==> config.mk <==
export PLATFORM = sky130hd
export DESIGN_NAME = delay_timer_mc
export DESIGN_NICKNAME = d
export VERILOG_FILES = /design/src/rtl/delay_timer_mc.sv
export SDC_FILE = /design/constraint.sdc
export NUM_CORES = 1
export LEC_CHECK = 0
export BUFFER_PORTS_ARGS = -buffer_cell sky130_fd_sc_hd__clkbuf_2
export CAP_MARGIN = 20
export CORE_MARGIN = 2
export CORE_UTILIZATION = 25
export CTS_CLUSTER_SIZE = 30
export DETAILED_ROUTE_END_ITERATION = 6
export PLACE_DENSITY = 0.39
export SYNTH_ARGS = -nofsm -noshare
export SYNTH_HDL_FRONTEND = slang
export SYNTH_SLANG_ARGS = --single-unit
==> constraint.sdc <==
create_clock -name clk -period 3.9 [get_ports clk]
set_clock_uncertainty 0.1 [all_clocks]
set_input_delay 0.78 -clock clk [delete_from_list [all_inputs] [get_ports clk]]
set_output_delay 0.78 -clock clk [all_outputs]
set_load 0.005 [all_outputs]
==> src/rtl/delay_timer_mc.sv <==
// Multi-channel delay timer: each channel counts N ticks of CLK_HZ/TICK_HZ clocks,
// with one-shot or auto-reload behaviour, abort, busy and a registered expiry pulse.
module delay_timer_mc #(
    parameter int NCH     = 2,
    parameter int CLK_HZ  = 100_000_000,
    parameter int TICK_HZ = 1000,
    parameter int CNT_W   = 12
) (
    input  logic                 clk,
    input  logic                 rst,
    input  logic [NCH*CNT_W-1:0] delay_time,
    input  logic [NCH-1:0]       start,
    input  logic [NCH-1:0]       abort,
    input  logic [NCH-1:0]       periodic,
    output logic [NCH-1:0]       delay_done,
    output logic [NCH-1:0]       busy,
    output logic [NCH-1:0]       expired
);

    localparam int DIV   = CLK_HZ / TICK_HZ;
    localparam int PRE_W = (DIV > 1) ? $clog2(DIV) : 1;

    if ((CLK_HZ % TICK_HZ) != 0 || DIV < 1) begin : g_bad_param
        $error("delay_timer_mc: CLK_HZ must be a non-zero multiple of TICK_HZ");
    end

    typedef enum logic [1:0] {S_IDLE, S_HOLD, S_DONE} state_t;

    for (genvar gi = 0; gi < NCH; gi++) begin : g_ch
        state_t           state_reg, state_next;
        logic [CNT_W-1:0] stop_reg, stop_next;
        logic [CNT_W-1:0] remaining_reg, remaining_next;
        logic [PRE_W-1:0] pre_reg, pre_next;
        logic             expired_reg, expired_next;
        logic [CNT_W-1:0] dt;
        logic             tick;
        logic             expiry;
        logic             busy_ch;
        logic             done_ch;

        assign dt   = delay_time[gi*CNT_W +: CNT_W];
        assign tick = (pre_reg == PRE_W'(DIV - 1));
        // remaining==0 in HOLD only happens on the first cycle after a start/reload with N=0
        assign expiry = (state_reg == S_HOLD) &&
                        ((remaining_reg == '0) || (tick && remaining_reg == CNT_W'(1)));

        always_ff @(posedge clk or posedge rst) begin
            if (rst) begin
                state_reg     <= S_IDLE;
                stop_reg      <= '0;
                remaining_reg <= '0;
                pre_reg       <= '0;
                expired_reg   <= 1'b0;
            end else begin
                state_reg     <= state_next;
                stop_reg      <= stop_next;
                remaining_reg <= remaining_next;
                pre_reg       <= pre_next;
                expired_reg   <= expired_next;
            end
        end

        always_comb begin
            state_next     = state_reg;
            stop_next      = stop_reg;
            remaining_next = remaining_reg;
            pre_next       = pre_reg;
            if (abort[gi]) begin
                state_next     = S_IDLE;
                remaining_next = '0;
                pre_next       = '0;
            end else begin
                case (state_reg)
                    S_IDLE: begin
                        stop_next = dt;
                        if (start[gi]) begin
                            state_next     = S_HOLD;
                            remaining_next = dt;
                            pre_next       = '0;
                        end
                    end
                    S_HOLD: begin
                        if (expiry) begin
                            // reload from the value latched at start, not the live input
                            if (start[gi] && periodic[gi]) begin
                                remaining_next = stop_reg;
                                pre_next       = '0;
                            end else begin
                                state_next = start[gi] ? S_DONE : S_IDLE;
                            end
                        end else begin
                            pre_next = tick ? '0 : pre_reg + PRE_W'(1);
                            if (tick) remaining_next = remaining_reg - CNT_W'(1);
                        end
                    end
                    S_DONE: begin
                        if (!start[gi]) state_next = S_IDLE;
                    end
                    default: state_next = S_IDLE;
                endcase
            end
        end

        always_comb begin
            expired_next = expiry && !abort[gi];
            busy_ch      = (state_reg == S_HOLD);
            done_ch      = (state_reg == S_IDLE) && !start[gi];
        end

        assign expired[gi]    = expired_reg;
        assign busy[gi]       = busy_ch;
        assign delay_done[gi] = done_ch;
    end

endmodule

### After elaboration in Yosys (flattened, before gate mapping)

Cells that the tools add are included.

* bits of input ports: 32
* word-level logic and storage cells: 104
* flip-flop bits (word level): 88

* reductions and logical operators: 30
* multiplexer cells: 38
* add/sub/neg operators: 4
* bitwise logic cells: 2
* equality and inequality tests: 20

Operators by type and width (count)
* $mux W17: 10
* $mux W12: 10
* $pmux W17 S2: 2
* $pmux W12 S2: 2
* $add A17 B1 Y17 const B: 2
* $eq A17 B17 Y1 const B: 2
* $eq A12 B1 Y1 const B: 2
* $logic_not A12 Y1: 2
* $mux W2: 12
* $ne A3 B3 Y1 const B: 8
* $sub A12 B1 Y12 const B: 2
* $reduce_and A4 Y1: 4
* $pmux W2 S3: 2
* $logic_and A1 B1 Y1: 10
* $ne A4 B3 Y1 const B: 2
* $ne A4 B4 Y1 const B: 2
* $reduce_and A3 Y1: 2
* $reduce_bool A3 Y1: 2
* $eq A2 B1 Y1 const B: 2
* $eq A2 B2 Y1 const B: 2
* $logic_not A1 Y1: 4
* $logic_not A2 Y1: 2
* $reduce_and A2 Y1: 2
* $logic_or A1 B1 Y1: 2
* $not A1 Y1: 2

### Longest topological paths before layout

Gate-level depths: netlist (run 1).

* depth after elaboration: 7
* mapped depth: 10

### Worst setup path before layout (run 1)

OpenSTA, ideal clock, no wires.

* kind: reg-to-reg
* from: reg g_ch[1].pre_reg[0]
* to: reg g_ch[1].pre_reg[16]
* required time: 3.731 ns
* slack: 1.544 ns
* period minus slack after synthesis: 2.356 ns
* path buffers: 1
* setup time: 0.069 ns
* stages on the path, launching flop included: 8
* arrival: 2.187 ns
* cell sequence: dfrtp_1 -> ha_1 -> and4_1 -> and4_1 -> or4_1 -> buf_2 -> or4_1 -> nand3_1

* cells in the longest elaborated chain, start to end: 7
* elaborated cells between the ends (all ways): 11
* those cells by class: 1 x add/sub; 2 x eq/ne; 4 x mux; 4 x reduce/logical

RTL lines
* from (decl): line 33 `logic [PRE_W-1:0] pre_reg, pre_next;`
* from (signal assigned): line 58 `pre_reg <= pre_next;`
* parallel branches: the longest is 7 deep, another holds $add A17 B1 Y17

Parallel ways; which one is timed is not known.
A chain may end at the register's enable or synchronous reset.

### Worst setup path in the final report (run 1)

* from: reg g_ch[1].remaining_reg[6]
* to: reg g_ch[1].remaining_reg[9]

* cells in the longest elaborated chain, start to end: 7
* elaborated cells between the ends (all ways): 13
* those cells by class: 1 x add/sub; 3 x eq/ne; 4 x mux; 5 x reduce/logical

RTL lines
* from (decl): line 32 `logic [CNT_W-1:0] remaining_reg, remaining_next;`
* from (signal assigned): line 57 `remaining_reg <= remaining_next;`
* parallel branches: the longest is 7 deep, another holds $sub A12 B1 Y12

Parallel ways; which one is timed is not known. The select of a mux whose other input is x is not followed.

==> results of run 1 <==
==> synth_stat cells, types with 3 or more instances <==
library cell	count
dfrtp_1	88
nand2_1	59
o21ai_0	46
nor2_1	34
mux2_2	24
nand3_1	23
nor3_1	19
a21oi_1	13
clkbuf_1	13
and3_1	12
o31ai_1	12
xnor2_1	12
buf_2	11
inv_1	11
a22o_1	9
a22oi_1	9
a31oi_1	9
nand4_1	9
o21ai_1	9
xor2_1	9
ha_1	8
a211oi_1	7
and2_1	7
buf_4	7
nor4_1	7
or4_1	7
nand2b_1	5
nor2b_1	5
or3_1	5
a211oi_2	4
nor3b_1	4
o31ai_2	4
and4_1	3
mux2i_1	3
nand3b_1	3
==> path summary, 6_finish.rpt <==
check	startpoint	end	slack, ps	depth (start not counted)
worst min register to register	g_ch[0].stop_reg[0]	g_ch[0].stop_reg[0]	400	1
max in group asynchronous	rst	g_ch[1].remaining_reg[0]	2400	3
worst max register to register	g_ch[1].remaining_reg[6]	g_ch[1].remaining_reg[9]	1020	6
worst min-delay path	g_ch[0].stop_reg[0]	g_ch[0].stop_reg[0]	400	1
min in group asynchronous	rst	g_ch[0].stop_reg[10]	460	2
worst max-delay path	g_ch[1].remaining_reg[6]	g_ch[1].remaining_reg[9]	1020	6
==> power breakdown <==
group          total [uW]  internal, uW  switching (uW)
sequential           1130          1020             112
combinational         756           318             438
clock                 833           449             384
total                2720          1790             934
==> cells in the final DEF, fill, tap and decap left out, types with 3 or more instances in the layout <==
master and count:
a211oi_1 7, a211oi_2 4, a21oi_1 13, a22o_1 9, a22oi_1 9, a31oi_1 9, and2_1 7, and3_1 12
and4_1 3, buf_4 11, clkbuf_16 9, clkbuf_2 37, clkinv_2 4, dfrtp_1 88, ha_1 8, inv_1 10
mux2_2 24, mux2i_1 3, nand2_1 59, nand2b_1 5, nand3_1 23, nand3b_1 3, nand4_1 9, nor2_1 34
nor2b_1 5, nor3_1 18, nor3b_1 4, nor4_1 6, o21ai_0 46, o21ai_1 9, o31ai_1 12, o31ai_2 4
or3_1 5, or4_1 7, xnor2_1 12, xor2_1 9
==> metrics by stage <==
| step | worst slack (ps) | util | hold WS (ps) | power [uW] |
|---|---|---|---|---|
| after floorplan | 741 | - | 360 | 1720 |
| after global placement | 977 | 0.276 | 381 | 1910 |
| after detailed placement | 967 | 0.276 | 387 | 1910 |
| after CTS | 912 | 0.290 | 404 | 2780 |
| after global routing | 882 | 0.290 | 416 | 2910 |
| final | 1020 | 0.290 | 400 | 2720 |
==> area by class of cell <==
cell class	instances	share of cell area
clock inverter	5	0.00558
clock buffer	11	0.0416
multi-input combinational	411	0.464
inverter	11	0.00730
tap	270	0.0580
sequential	88	0.378
timing repair buffer	48	0.0459
==> logic make-up after synthesis <==
logic type	Yosys count
AO/OA/AOI/OAI	142
adder cells (fa/ha/maj)	8
buffers and inverters	44
XOR/XNOR	21
flip-flops	88
multiplexers	27
AND/OR/NAND/NOR	213
==> critical path, stage by stage, from the launching register on <==
cell and delay (ps):
dfrtp_1 440, or4_4 560, nor4_4 370, or4_1 190
nand2_1 340, or3_1 610, o21ai_1 190
==> per-layer routing <==
| metal | wire [um] | GRT usage | share of wire | up-vias |
|---|---|---|---|---|
| met4 | 199 | 0.0350 | 0.015 | 0 |
| met3 | 393 | 0.0323 | 0.030 | 11 |
| met1 | 6380 | 0.172 | 0.49 | 1988 |
| li1 | - | - | - | 2048 |
| met5 | 0 | 0 | 0 | - |
| met2 | 6110 | 0.206 | 0.47 | 68 |
==> metrics, run 1 <==
largest buffer count on any clock path=2; Global Route Usage Sum=0.128; synth warn=0; Die W=147 um; cell taking the most area after synthesis=dfrtp_1; outcome=complete, no violations; initial antenna violation count=0; Fillers=2127; Final Critical Period=2880 ps; post-synthesis cell area=0.00510 mm2; ys async rst share=1.00; wire length per cell=15.5 um; H-tree depth=3; DP Area=0.00555 mm2; PortBufs=37; Final Hold Viols=0; Synth top area share=0.432; max reg flops=34; CTS resizes=0; hold buffers post-CTS=0; Synth Area in Simple Gates=0.221; critical path class=reg -> reg; initial drt markers=233; post-DP HPWL=8880 um; Worst-Margin Slew=860 ps; setup tns final=0 ps; fin crit share=0.738; Max FO, Critical Path=15; Final Cell Area=0.00583 mm2; Post-Synthesis Cells=543; layout cells sized above 1=0.190; worst-skew pair later-pin latency=350 ps; register area=0.00220 mm2; Die ar.=0.0216 mm2; Crit. End Element=flop; drt drc=0; first-pass GRT wire length=22100 um; TritonCTS Sinks=88; PD cells=467 mW/mm2; Post-CTS Setup Bufs=0; largest family of logic cells by synthesized area=simple AND/OR/NAND/NOR gates; most common flop cell mapped by yosys=dfrtp_1; Leakage=0.00241 uW; multi-input logic area=0.00270 mm2; RSZ-0062 raised after global routing=no; xor/xnor share of the synthesized area=0.0361; sequential fraction of the synthesis area=0.432; Slew headroom=0.426; number of cell rows=52; total wire length=13100 um; Worst Hold Class=reg -> reg; Fmax=347 MHz; GP Congestion=0.746; CTS tree=yes; clk slew on worst S/H paths=70 ps; vias=4115; Layout area overhead=14.3%; peak supply drop=0.260 mV; Vias/cell=4.88; startpoint class of the critical path=flop; syn avg cell area=9.39 um2; worst path arrival time=3060 ps; Max Cap Viol=0; n_diodes=0; top cells by area, synth=dfrtp_1 (43%), mux2_2 (5.3%), o21ai_0 (4.5%), nand2_1 (4.3%), nor2_1 (2.5%); vias in the first global route=4134; core area=0.0201 mm2; WP data required=4080 ps; mux cell area share after synthesis=0.0589; flops & latches, synth=88; IO Count=38; GR Overflow Total=0; initial core utilization=0.254; pins over their slew limit=0; Compound-Gate Fraction of Synth Area=0.191; Num CTS Buffers=9; Syn Nets=583; placed cell count=827; Yosys cell types=60; Final Setup Violations=0; drt pass-1 iters=4; largest net degree at the start of global routing=47; DIE HEIGHT=147 um; Post-synth EDFFs=0; CTS root buffer=clkbuf_16; antenna-violating nets left=0; post-route insts no fill=844; Post-Synth Adder-Cell Area=0.0196; layout net count=609
No activity file was read; power rests on OpenSTA's default activity.
==> inputs of run 2 (changes only) <==
- clock period: 3.9 -> 3 ns (I/O delays scaled with it)
==> run 2 against run 1 <==
Effect of this change: clock-buffer cell count is 2 lower; worst setup slack worse by 630 ps; sequential power is 31% higher; global-route usage is 0.23 points lower; first-iteration DRC count is 39% higher; utilization is 0.56 points higher; combinational power is 34% higher; flip-flop and latch count stayed put; design area is 1.9% higher; maximum frequency is 10% higher; critical path depth is 1 higher; critical path type unchanged; critical endpoint is now g_ch[1].pre_reg[16]; highest routed layer unchanged.
==> metrics, run 2 (same netlist as run 1, synthesis figures left out) <==
PD cells=613 mW/mm2; critical path class=reg -> reg; GR Overflow Total=0; Slew headroom=0.559; Global Route Usage Sum=0.126; layout cells sized above 1=0.207; DIE HEIGHT=147 um; peak supply drop=0.255 mV; Die W=147 um; Fillers=2095; Max Cap Viol=0; layout net count=620; Crit. End Element=flop; H-tree depth=3; drt pass-1 iters=4; largest net degree at the start of global routing=41; Post-CTS Setup Bufs=0; Layout area overhead=16.5%; Reg2Reg Depth=7; max reg flops=34; WP data required=3180 ps; reg2reg start=g_ch[1].pre_reg[0]; outcome=complete, no violations; post-DP HPWL=9170 um; Max FO, Critical Path=19; pins over their slew limit=0; worst-skew pair later-pin latency=350 ps; Num CTS Buffers=9; r2r setup slk=390 ps; CTS tree=yes; drt drc=0; Total Power=3640 uW; antenna-violating nets left=0; setup tns final=0 ps; n_diodes=0; PortBufs=37; largest buffer count on any clock path=2; number of cell rows=52; vias=4107; register area=0.00220 mm2; clk slew on worst S/H paths=60 ps; Final Setup Violations=0; Vias/cell=4.80; Final Hold Viols=0; worst path arrival time=2790 ps; total wire length=12900 um; TritonCTS Sinks=88; core area=0.0201 mm2; startpoint class of the critical path=flop; CTS resizes=0; DP Area=0.00564 mm2; hold buffers post-CTS=0; first-pass GRT wire length=22100 um; worst setup path end=g_ch[1].pre_reg[16]; initial antenna violation count=0; Worst Hold Class=in -> async; Leakage=0.00247 uW; Fmax=384 MHz; wire length per cell=15.1 um; Final Cell Area=0.00594 mm2; most frequent cells in the layout=dfrtp_1 (88), nand2_1 (59), o21ai_0 (46); Worst-Margin Slew=659 ps; initial core utilization=0.254; fin crit share=0.869; IO Count=38; CTS root buffer=clkbuf_16; initial drt markers=325; commonest non-fill, non-tap cell in the layout=dfrtp_1; RSZ-0062 raised after global routing=no; vias in the first global route=4109; FF-to-FF End=g_ch[1].pre_reg[16]; Final Critical Period=2610 ps; worst setup path startpoint=g_ch[1].pre_reg[0]; multi-input logic area=0.00270 mm2; GP Congestion=0.728; Die ar.=0.0216 mm2
==> run 2: changes by cell type in the layout (fill, tap and decap cells not counted), sizes merged <==
cell,before,now
bufinv,0,1
inv,10,11
buf,11,22
clkinvlp,0,1
clkinv,6,5
clkbuf,48,46
==> run 2: worst min path at each step <==
stage                                   start                        to  slack (ps)
final                                     rst       g_ch[0].stop_reg[4]         150
after detailed placement  g_ch[0].stop_reg[5]       g_ch[0].stop_reg[5]         390
after global placement    g_ch[0].stop_reg[3]       g_ch[0].stop_reg[3]         380
after floorplan           g_ch[0].pre_reg[10]       g_ch[0].pre_reg[10]         360
after CTS                                 rst  g_ch[0].remaining_reg[4]         160
after global routing                      rst       g_ch[0].stop_reg[4]         190
==> run 2: cell type report <==
class,instances,area share
clock inverters,7,0.0118
multi-input cells,411,0.455
repair buffers,59,0.0607
clock buffers,9,0.0379
inverters,11,0.00716
flip-flops and latches,88,0.371
well taps,270,0.0569
==> run 2: routing by layer <==
layer / global-route usage / wire [um] / up-vias
li1: - / - / 2074
met1: 0.174 / 6280 / 1964
met2: 0.204 / 6160 / 59
met3: 0.0245 / 379 / 10
met4: 0.0296 / 120 / 0
met5: 0 / 0 / -
==> run 2: worst max-delay path: stages, from the launching register on <==
cell and delay (ps):
dfrtp_1 400, ha_1 250, and4_1 270, and4_1 260
or4_1 430, buf_4 230, or4_1 520, nand3_1 80
==> run 2: power breakdown <==
part,switching (uW),total [uW],internal [uW],leakage (uW)
combinational,570,1010,442,0.00118
sequential,147,1480,1330,0.00115
clock,509,1160,646,0.000146
total,1230,3640,2420,0.00247
==> run 2: per-stage QoR <==
step            util  cells  setup slack [ps]  hold WS (ps)
2_1_floorplan      -    543              21.4           360
3_3_place_gp   0.281    838               413           381
3_5_place_dp   0.281    838               408           387
4_1_cts        0.295    854               392           161
5_1_grt        0.295    855               231           188
6_report       0.295    855               393           149
